===== src/rtl/circuito_jogo_sequencia.sv =====
// Sequence game: FSM + datapath comparing edge-detected one-hot plays against a fixed ROM.
// Optional timeout in ESPERA is enabled by defining TIMEOUT_EN.
module circuito_jogo_sequencia #(
  parameter int unsigned NUM_CHAVES     = 4,
  parameter int unsigned PROF           = 16,
  parameter int unsigned ADDR_W         = 4,
  parameter int unsigned ULTIMO         = 16,
  parameter int unsigned TIMEOUT_CICLOS = 5000
) (
  input  logic                  clock,
  input  logic                  reset,
  input  logic                  iniciar,
  input  logic [NUM_CHAVES-1:0] chaves,
  output logic                  pronto,
  output logic                  acertou,
  output logic                  errou,
  output logic                  timeout,
  output logic                  db_igual,
  output logic                  db_jogada,
  output logic [ADDR_W-1:0]     db_contagem,
  output logic [NUM_CHAVES-1:0] db_memoria,
  output logic [NUM_CHAVES-1:0] db_chaves,
  output logic [3:0]            db_estado
);

  typedef enum logic [3:0] {
    Inicial    = 4'h0,
    Preparacao = 4'h1,
    Espera     = 4'h2,
    Registra   = 4'h4,
    Compara    = 4'h5,
    Proximo    = 4'h6,
    FimAcerto  = 4'hA,
    FimTimeout = 4'hD,
    FimErro    = 4'hE
  } estado_e;

  localparam logic [ADDR_W-1:0] UltimoIdx = ADDR_W'(ULTIMO - 1);

  estado_e               estado_q, estado_d;
  logic [ADDR_W-1:0]     contagem_q, contagem_d;
  logic [NUM_CHAVES-1:0] chaves_reg_q, chaves_reg_d;
  logic [NUM_CHAVES-1:0] chaves_ant_q;
  logic [NUM_CHAVES-1:0] memoria;
  logic                  jogada;
  logic                  igual;
  logic                  expira;

  // ROM word i is one-hot at bit (i mod NUM_CHAVES); addresses past PROF read as zero.
  always_comb begin
    memoria = '0;
    if (int'(contagem_q) < int'(PROF)) begin
      memoria = NUM_CHAVES'(1) << (int'(contagem_q) % int'(NUM_CHAVES));
    end
  end

  assign jogada = (|chaves) & ~(|chaves_ant_q);
  assign igual  = (chaves_reg_q == memoria);

`ifdef TIMEOUT_EN
  localparam int unsigned TimerW = (TIMEOUT_CICLOS > 1) ? $clog2(TIMEOUT_CICLOS) : 1;

  logic [TimerW-1:0] timer_q, timer_d;

  assign expira = (estado_q == Espera) && (timer_q == TimerW'(TIMEOUT_CICLOS - 1));

  always_comb begin
    timer_d = '0;
    if ((estado_q == Espera) && (estado_d == Espera)) begin
      timer_d = timer_q + 1'b1;
    end
  end

  always_ff @(posedge clock or negedge reset) begin
    if (!reset) begin
      timer_q <= '0;
    end else begin
      timer_q <= timer_d;
    end
  end
`else
  logic unused_timeout_cfg;

  assign expira             = 1'b0;
  assign unused_timeout_cfg = (TIMEOUT_CICLOS == 0);
`endif

  always_comb begin
    estado_d     = estado_q;
    contagem_d   = contagem_q;
    chaves_reg_d = chaves_reg_q;
    unique case (estado_q)
      Inicial: begin
        if (iniciar) estado_d = Preparacao;
      end
      Preparacao: begin
        contagem_d   = '0;
        chaves_reg_d = '0;
        estado_d     = Espera;
      end
      Espera: begin
        // A play arriving on the expiry cycle still counts.
        if (jogada) begin
          estado_d = Registra;
        end else if (expira) begin
          estado_d = FimTimeout;
        end
      end
      Registra: begin
        chaves_reg_d = chaves;
        estado_d     = Compara;
      end
      Compara: begin
        if (!igual) begin
          estado_d = FimErro;
        end else if (contagem_q == UltimoIdx) begin
          estado_d = FimAcerto;
        end else begin
          estado_d = Proximo;
        end
      end
      Proximo: begin
        contagem_d = contagem_q + 1'b1;
        estado_d   = Espera;
      end
      FimAcerto, FimErro, FimTimeout: begin
        if (iniciar) estado_d = Preparacao;
      end
      default: estado_d = Inicial;
    endcase
  end

  always_ff @(posedge clock or negedge reset) begin
    if (!reset) begin
      estado_q     <= Inicial;
      contagem_q   <= '0;
      chaves_reg_q <= '0;
      chaves_ant_q <= '0;
    end else begin
      estado_q     <= estado_d;
      contagem_q   <= contagem_d;
      chaves_reg_q <= chaves_reg_d;
      chaves_ant_q <= chaves;
    end
  end

  assign pronto      = (estado_q == FimAcerto) || (estado_q == FimErro) || (estado_q == FimTimeout);
  assign acertou     = (estado_q == FimAcerto);
  assign errou       = (estado_q == FimErro) || (estado_q == FimTimeout);
  assign timeout     = (estado_q == FimTimeout);
  assign db_igual    = igual;
  assign db_jogada   = jogada;
  assign db_contagem = contagem_q;
  assign db_memoria  = memoria;
  assign db_chaves   = chaves_reg_q;
  assign db_estado   = estado_q;

endmodule


===== config.mk =====
export PLATFORM = sky130hd
export DESIGN_NAME = circuito_jogo_sequencia
export DESIGN_NICKNAME = d
export VERILOG_FILES = /design/src/rtl/circuito_jogo_sequencia.sv
export SDC_FILE = /design/constraint.sdc
export NUM_CORES = 1
export LEC_CHECK = 0
export BUFFER_PORTS_ARGS = -buffer_cell sky130_fd_sc_hd__buf_2
export CORE_ASPECT_RATIO = 0.75
export CORE_UTILIZATION = 35
export DETAILED_ROUTE_END_ITERATION = 6
export MAX_ROUTING_LAYER = met4
export PLACE_DENSITY = 0.61
export SYNTH_ARGS = -nofsm -noshare
export SYNTH_HDL_FRONTEND = slang
export SYNTH_SLANG_ARGS = --single-unit

===== constraint.sdc =====
create_clock -name clock -period 2.2 [get_ports clock]
set_input_delay 0.22 -clock clock [delete_from_list [all_inputs] [get_ports clock]]
set_output_delay 0.22 -clock clock [all_outputs]
set_load 0.005 [all_outputs]

==> metrics.md, run 1 <==
| Metric | Value |
|---|---|
| Status | completed |
| Compound-gate portion of the synthesized area | 22.4% |
| Final wirelength | 2380 um |
| TritonCTS Sinks | 16 |
| H-tree Lvls | 1 |
| Core Area | 2700 um2 |
| Crit start category | register |
| WL/cell | 13.8 um |
| Post-synth top area share | 38.9% |
| I/O Pins | 29 |
| CP Launch Point | db_contagem[0]$_DFFE_PN0P_ |
| Leak | 0.000594 uW |
| CTS tree | built |
| # DRC | 0 |
| XOR/XNOR Fraction of Synth Area | 3.41% |
| Rel. slew slack | 60.1% |
| CTS Buf Count | 3 |
| Reg-to-Reg Start | db_contagem[0]$_DFFE_PN0P_ |
| Mux contribution to synthesized area | 0.973% |
| Synth top area cells | dfrtp_1 39%, ha_1 4.9%, nand2_1 4.7% |
| Syn Area/Cell | 9.52 um2 |
| Port Buffers | 28 |
| Fillers | 284 |
| Final hold vios | 0 |
| Max Fclk | 508 MHz |
| Max Slew Vio Count | 0 |
| GRT overflow | 0 |
| Setup TNS | 0 ns |
| Starting Density | 38.1% |
| CTS Root Cell | clkbuf_8 |
| Clock transition at path regs | 0.07 ns |
| Die height | 48.9 um |
| Layout cells sized above 1 | 32.4% |
| CP Data Required Time | 1.98 ns |
| Commonest non-fill, non-tap cell in the layout | buf_2 |
| Yosys warning count | 0 |
| CP max stage delay | 0.48 ns |
| Final antenna-violating net count | 0 |
| Via total after detailed routing | 893 |
| NumNets Final | 148 |
| Async set or reset register ratio after synthesis | 100% |
| Worst slew pin tran | 0.591 ns |
| Syn nets | 119 |
| Register-to-register setup slack | 0.41 ns |
| Largest net degree at the start of global routing | 20 |
| Clk buf depth | 2 |
| Vias in the first global route | 832 |
| Flops & latches, synth | 16 |
| Syn Inst Count | 108 |
| ANT cells | 0 |
| Combinational family with the most area after synthesis | compound AO/OA/AOI/OAI gates |
| Critical Path Slowest Stage Cell | dfrtp_1 |
| Seq. cell area | 400 um2 |
| Worst-path cell chain | inv_1 -> ha_1 -> xor2_1 -> nor4_2 -> buf_2 |
| Area grow syn2layout | 19.3% |
| Number of synthesized flops with an enable pin | 0 |
| Hold crit path type | in2reg |
| Final GP Congestion | 0.758 |
| FP Rows | 16 |
| Cell taking the most area after synthesis | dfrtp_1 |
| Ys flop type | dfrtp_1 |
| Die W | 64.6 um |
| Power per cell area | 1240 nW/um2 |
| Mean number of vias per cell | 5.19 |
| RSZ-0062 raised after global routing | false |
| Post-synthesis simple-gate area fraction | 21.9% |
| Critical path capture point type | primary output |
| Global-route usage over all layers | 16.6% |
| Arrival @ worst endpoint | 1.75 ns |
| Final min period | 1.97 ns |
| Post-Synth Adder-Cell Area | 4.87% |
| Final-report setup violation count | 0 |
| Mapped Area | 1030 um2 |
| HPWL after detailed placement | 1750 um |
| Worst Hold Slack | 0.113 ns |
| Area occupied by multi-input gates | 551 um2 |
| Peak supply drop | 0.653 mV |
| Final period util | 89.5% |
| Setup CP Type | reg2out |
| First-pass GRT wire length | 3970 um |
| Die area | 3160 um2 |
| Initial antenna violation count | 0 |
| Post-synth cell types | 40 |
| Critical path capture point | db_igual |
| First-pass DRT Iterations | 4 |
| Crit Path Max Fanout | 8 |
| Reg2reg end | db_estado[3]$_DFFE_PN0P_ |
| Max-cap violations | 0 |
| Final core occ | 45.4% |
| R2R depth | 6 |
| Clock latency on the worst-skew pair | 0.25 ns |
| Setup Skew | 0.00665 ns |
| Most frequent cells in the layout | 28 x buf_2, 16 x dfrtp_1, 13 x nand2_1 |
| Sequential fraction of the synthesis area | 38.9% |
| 1st-iter DRT viols | 23 |
area by class of cell:
class | count | share of cell area, %
Timing Repair Buffer | 30 | 12.8
Tap cell | 36 | 3.67
Inverter | 5 | 1.53
Sequential cell | 16 | 32.6
Clock buffer | 4 | 4.49
Multi-Input combinational cell | 81 | 44.9
report_power, final:
| group | switching [uW] | leakage, uW | internal [uW] |
|---|---|---|---|
| Clock | 104 | 0.0000288 | 159 |
| Sequential | 167 | 0.000202 | 379 |
| Combinational | 365 | 0.000364 | 346 |
| Total | 636 | 0.000594 | 883 |
synthesized netlist by cell type, types with 2 or more instances:
| cell type | instances |
|---|---|
| nand3_1 | 2 |
| a221oi_1 | 2 |
| nor2b_1 | 5 |
| a311oi_1 | 3 |
| a31oi_1 | 4 |
| nor2_1 | 5 |
| xor2_1 | 4 |
| a21boi_0 | 2 |
| ha_1 | 4 |
| buf_6 | 3 |
| a21o_2 | 2 |
| inv_1 | 5 |
| dfrtp_1 | 16 |
| o21ai_0 | 8 |
| a21oi_1 | 4 |
| nand2_1 | 13 |
| nand2b_1 | 2 |
| or2b_2 | 2 |
per-stage QoR:
| step | power [uW] | setup WS, ns | instance area (um2) | cells |
|---|---|---|---|---|
| 3_5_place_dp | 1270 | 0.402 | 1160 | 167 |
| 4_1_cts | 1540 | 0.215 | 1230 | 172 |
| 2_1_floorplan | 1060 | 0.476 | 1030 | 108 |
| 3_3_place_gp | 1250 | 0.521 | 1160 | 167 |
| 6_report | 1520 | 0.231 | 1230 | 172 |
| 5_1_grt | 1650 | 0.103 | 1230 | 172 |
flip-flops by register name (all words and copies together) (netlist names):
signal and cells:
db_chaves 4, db_estado 4, db_contagem 4, chaves_ant_q 4
per-layer routing:
layer  vias to the layer above  track usage, %  wire, um
met2                        21            23.5      1050
met5                         -               -         0
li1                        439               -         -
met3                         2            4.44       117
met4                         0            3.33        14
met1                       431            23.6      1200
worst min-delay path by stage:
stage / from / endpoint / slack, ns / cells past startpoint
5_1_grt: chaves[2] / chaves_ant_q[2]$_DFF_PN0_ / 0.10 / 1
6_report: chaves[2] / chaves_ant_q[2]$_DFF_PN0_ / 0.11 / 1
3_3_place_gp: reset / chaves_ant_q[1]$_DFF_PN0_ / 0.15 / 1
4_1_cts: chaves[2] / chaves_ant_q[2]$_DFF_PN0_ / 0.10 / 1
2_1_floorplan: reset / chaves_ant_q[0]$_DFF_PN0_ / -0.08 / 0
3_5_place_dp: reset / chaves_ant_q[1]$_DFF_PN0_ / 0.16 / 1
worst max-delay path: cells and delay by family, from the launching register on:
kind,cells,cell delay [ns]
and+or+nand+nor,1,0.32
buffers and inverters,2,0.29
adders and majority gates,1,0.23
DFF,1,0.48
xor gates and xnor gates,1,0.18
timing repair:
action | 4_1_cts | 5_1_grt
gates resized for setup | 0 | 0
setup buffers | 0 | 0
hold buffers | 1 | 0
endpoints found under the hold margin | 16 | 0
cell families (layout without fill, tap and decap cells):
| group | count (synthesis) | count (layout) |
|---|---|---|
| multiplexers | 1 | 1 |
| flip-flops | 16 | 16 |
| AO/OA/AOI/OAI | 33 | 33 |
| adder cells (fa/ha/maj) | 4 | 4 |
| AND/OR/NAND/NOR | 39 | 39 |
| XOR/XNOR | 4 | 4 |
| buffers and inverters | 11 | 39 |
No activity file was read; power rests on OpenSTA's default activity.
==> inputs of run 2 (changes only) <==
clock period = 2.49 ns   (was 2.2 ns; I/O delays follow)
==> run 2 against run 1 <==
Effect of this change:
- count of clock-buffer cells in the layout is the same
- first-iteration DRC count grew 61%
- design area shrank 0.61%
- routed wire length shrank 2.7%
- combinational power shrank 17%
- critical path type unchanged
- critical endpoint unchanged
- largest cell class unchanged
==> metrics.md, run 2 (synthesis gave the netlist of run 1 again) <==
| Metric | Value |
|---|---|
| Status | completed |
| Setup CP Type | reg2out |
| R2R depth | 6 |
| Post_cts resized | 0 |
| TritonCTS Sinks | 16 |
| Fin cells | 171 |
| Final core occ | 45.1% |
| Port Buffers | 28 |
| Leak | 0.000589 uW |
| Starting Density | 38.1% |
| Initial antenna violation count | 0 |
| CP Data Required Time | 2.24 ns |
| Via total after detailed routing | 881 |
| Critical path capture point type | primary output |
| Post-Place Cells | 166 |
| # hold bufs at CTS | 1 |
| WL/cell | 13.5 um |
| Global-route usage over all layers | 15.4% |
| FP Rows | 16 |
| Rel. slew slack | 54.4% |
| First-pass GRT wire length | 3670 um |
| Hold crit path type | in2reg |
| Final min period | 1.97 ns |
| Max Slew Vio Count | 0 |
| CTS tree | built |
| Pre-CTS WS | 0.742 ns |
| 1st-iter DRT viols | 37 |
| Most frequent cells in the layout | 28 x buf_2, 16 x dfrtp_1, 13 x nand2_1 |
| GRT overflow | 0 |
| Max-cap violations | 0 |
| Worst Slack Setup Final | 0.523 ns |
| CTS Buf Count | 3 |
| Seq. cell area | 400 um2 |
| Peak supply drop | 0.408 mV |
| Commonest non-fill, non-tap cell in the layout | buf_2 |
| Clk buf depth | 2 |
| Fillers | 275 |
| Crit start category | register |
| First-pass DRT Iterations | 4 |
| CP Launch Point | db_contagem[0]$_DFFE_PN0P_ |
| Worst hold stages | 1 |
| Core Area | 2700 um2 |
| Clock latency on the worst-skew pair | 0.25 ns |
| Mean number of vias per cell | 5.15 |
| Die height | 48.9 um |
| ANT cells | 0 |
| Vias in the first global route | 783 |
| Area grow syn2layout | 18.6% |
| Crit Path Max Fanout | 8 |
| Setup TNS | 0 ns |
| Final hold vios | 0 |
| Number of setup buffers added after CTS | 0 |
| Final Power | 1330 uW |
| Final period util | 79.0% |
| RSZ-0062 raised after global routing | false |
| Register-to-register setup slack | 0.72 ns |
| Max Fclk | 508 MHz |
| Final antenna-violating net count | 0 |
| Worst slew pin tran | 0.684 ns |
| Layout cells sized above 1 | 31.9% |
| Hold Crit Endpoint | chaves_ant_q[1]$_DFF_PN0_ |
| Power per cell area | 1090 nW/um2 |
| Final-report setup violation count | 0 |
| Min-delay src | chaves[1] |
| I/O Pins | 29 |
| Setup Skew | 0.00412 ns |
| Clock transition at path regs | 0.07 ns |
| Area occupied by multi-input gates | 551 um2 |
| Final wirelength | 2320 um |
| H-tree Lvls | 1 |
| Die W | 64.6 um |
| Reg-to-Reg Start | db_contagem[0]$_DFFE_PN0P_ |
| HPWL after detailed placement | 1680 um |
| NumNets Final | 147 |
| Final GP Congestion | 0.773 |
| Reg2reg end | db_estado[2]$_DFFE_PN0P_ |
| Die area | 3160 um2 |
| # DRC | 0 |
| Arrival @ worst endpoint | 1.72 ns |
| CTS Root Cell | clkbuf_8 |
| Largest net degree at the start of global routing | 22 |
==> run 2: cell type report <==
cell class                      instances  share of cell area [%]
Sequential cell                        16                    32.8
Tap cell                               36                    3.69
Timing Repair Buffer                   29                    12.3
Clock buffer                            4                    4.51
Inverter                                5                    1.54
Multi-Input combinational cell         81                    45.1
==> run 2: critical path, cell delays in order (launching register included) <==
cell	delay [ns]
dfrtp_1	0.47
inv_1	0.10
ha_1	0.22
xor2_1	0.17
nor4_2	0.33
buf_2	0.18
==> run 2: per-layer routing <==
layer	wire length [um]	up-vias	global-route usage, %
li1	-	441	-
met1	1160	417	20.4
met2	1040	23	23.7
met3	113	0	5.14
met4	0	0	1.11
met5	0	-	-
==> run 2: where the power goes <==
part | total, uW | internal (uW) | switching [uW]
sequential | 503 | 334 | 169
combinational | 592 | 297 | 295
clock | 230 | 140 | 89.7
total | 1330 | 771 | 554
==> run 2: how the worst max path moves through the flow <==
stage	to	slack [ns]	cells past startpoint
final	db_igual	0.52	5
after global routing	db_igual	0.39	5
after CTS	db_igual	0.51	5
after detailed placement	db_estado[2]$_DFFE_PN0P_	0.74	6
after global placement	db_estado[3]$_DFFE_PN0P_	0.80	6
after floorplan	db_estado[3]$_DFFE_PN0P_	0.77	6
==> run 2: metrics by stage <==
stage | instance area [um2] | hold WS [ns]
after detailed placement | 1150 | 0.188
after global placement | 1150 | 0.186
final | 1220 | 0.141
after floorplan | 1030 | -0.0466
after global routing | 1220 | 0.136
after CTS | 1220 | 0.135
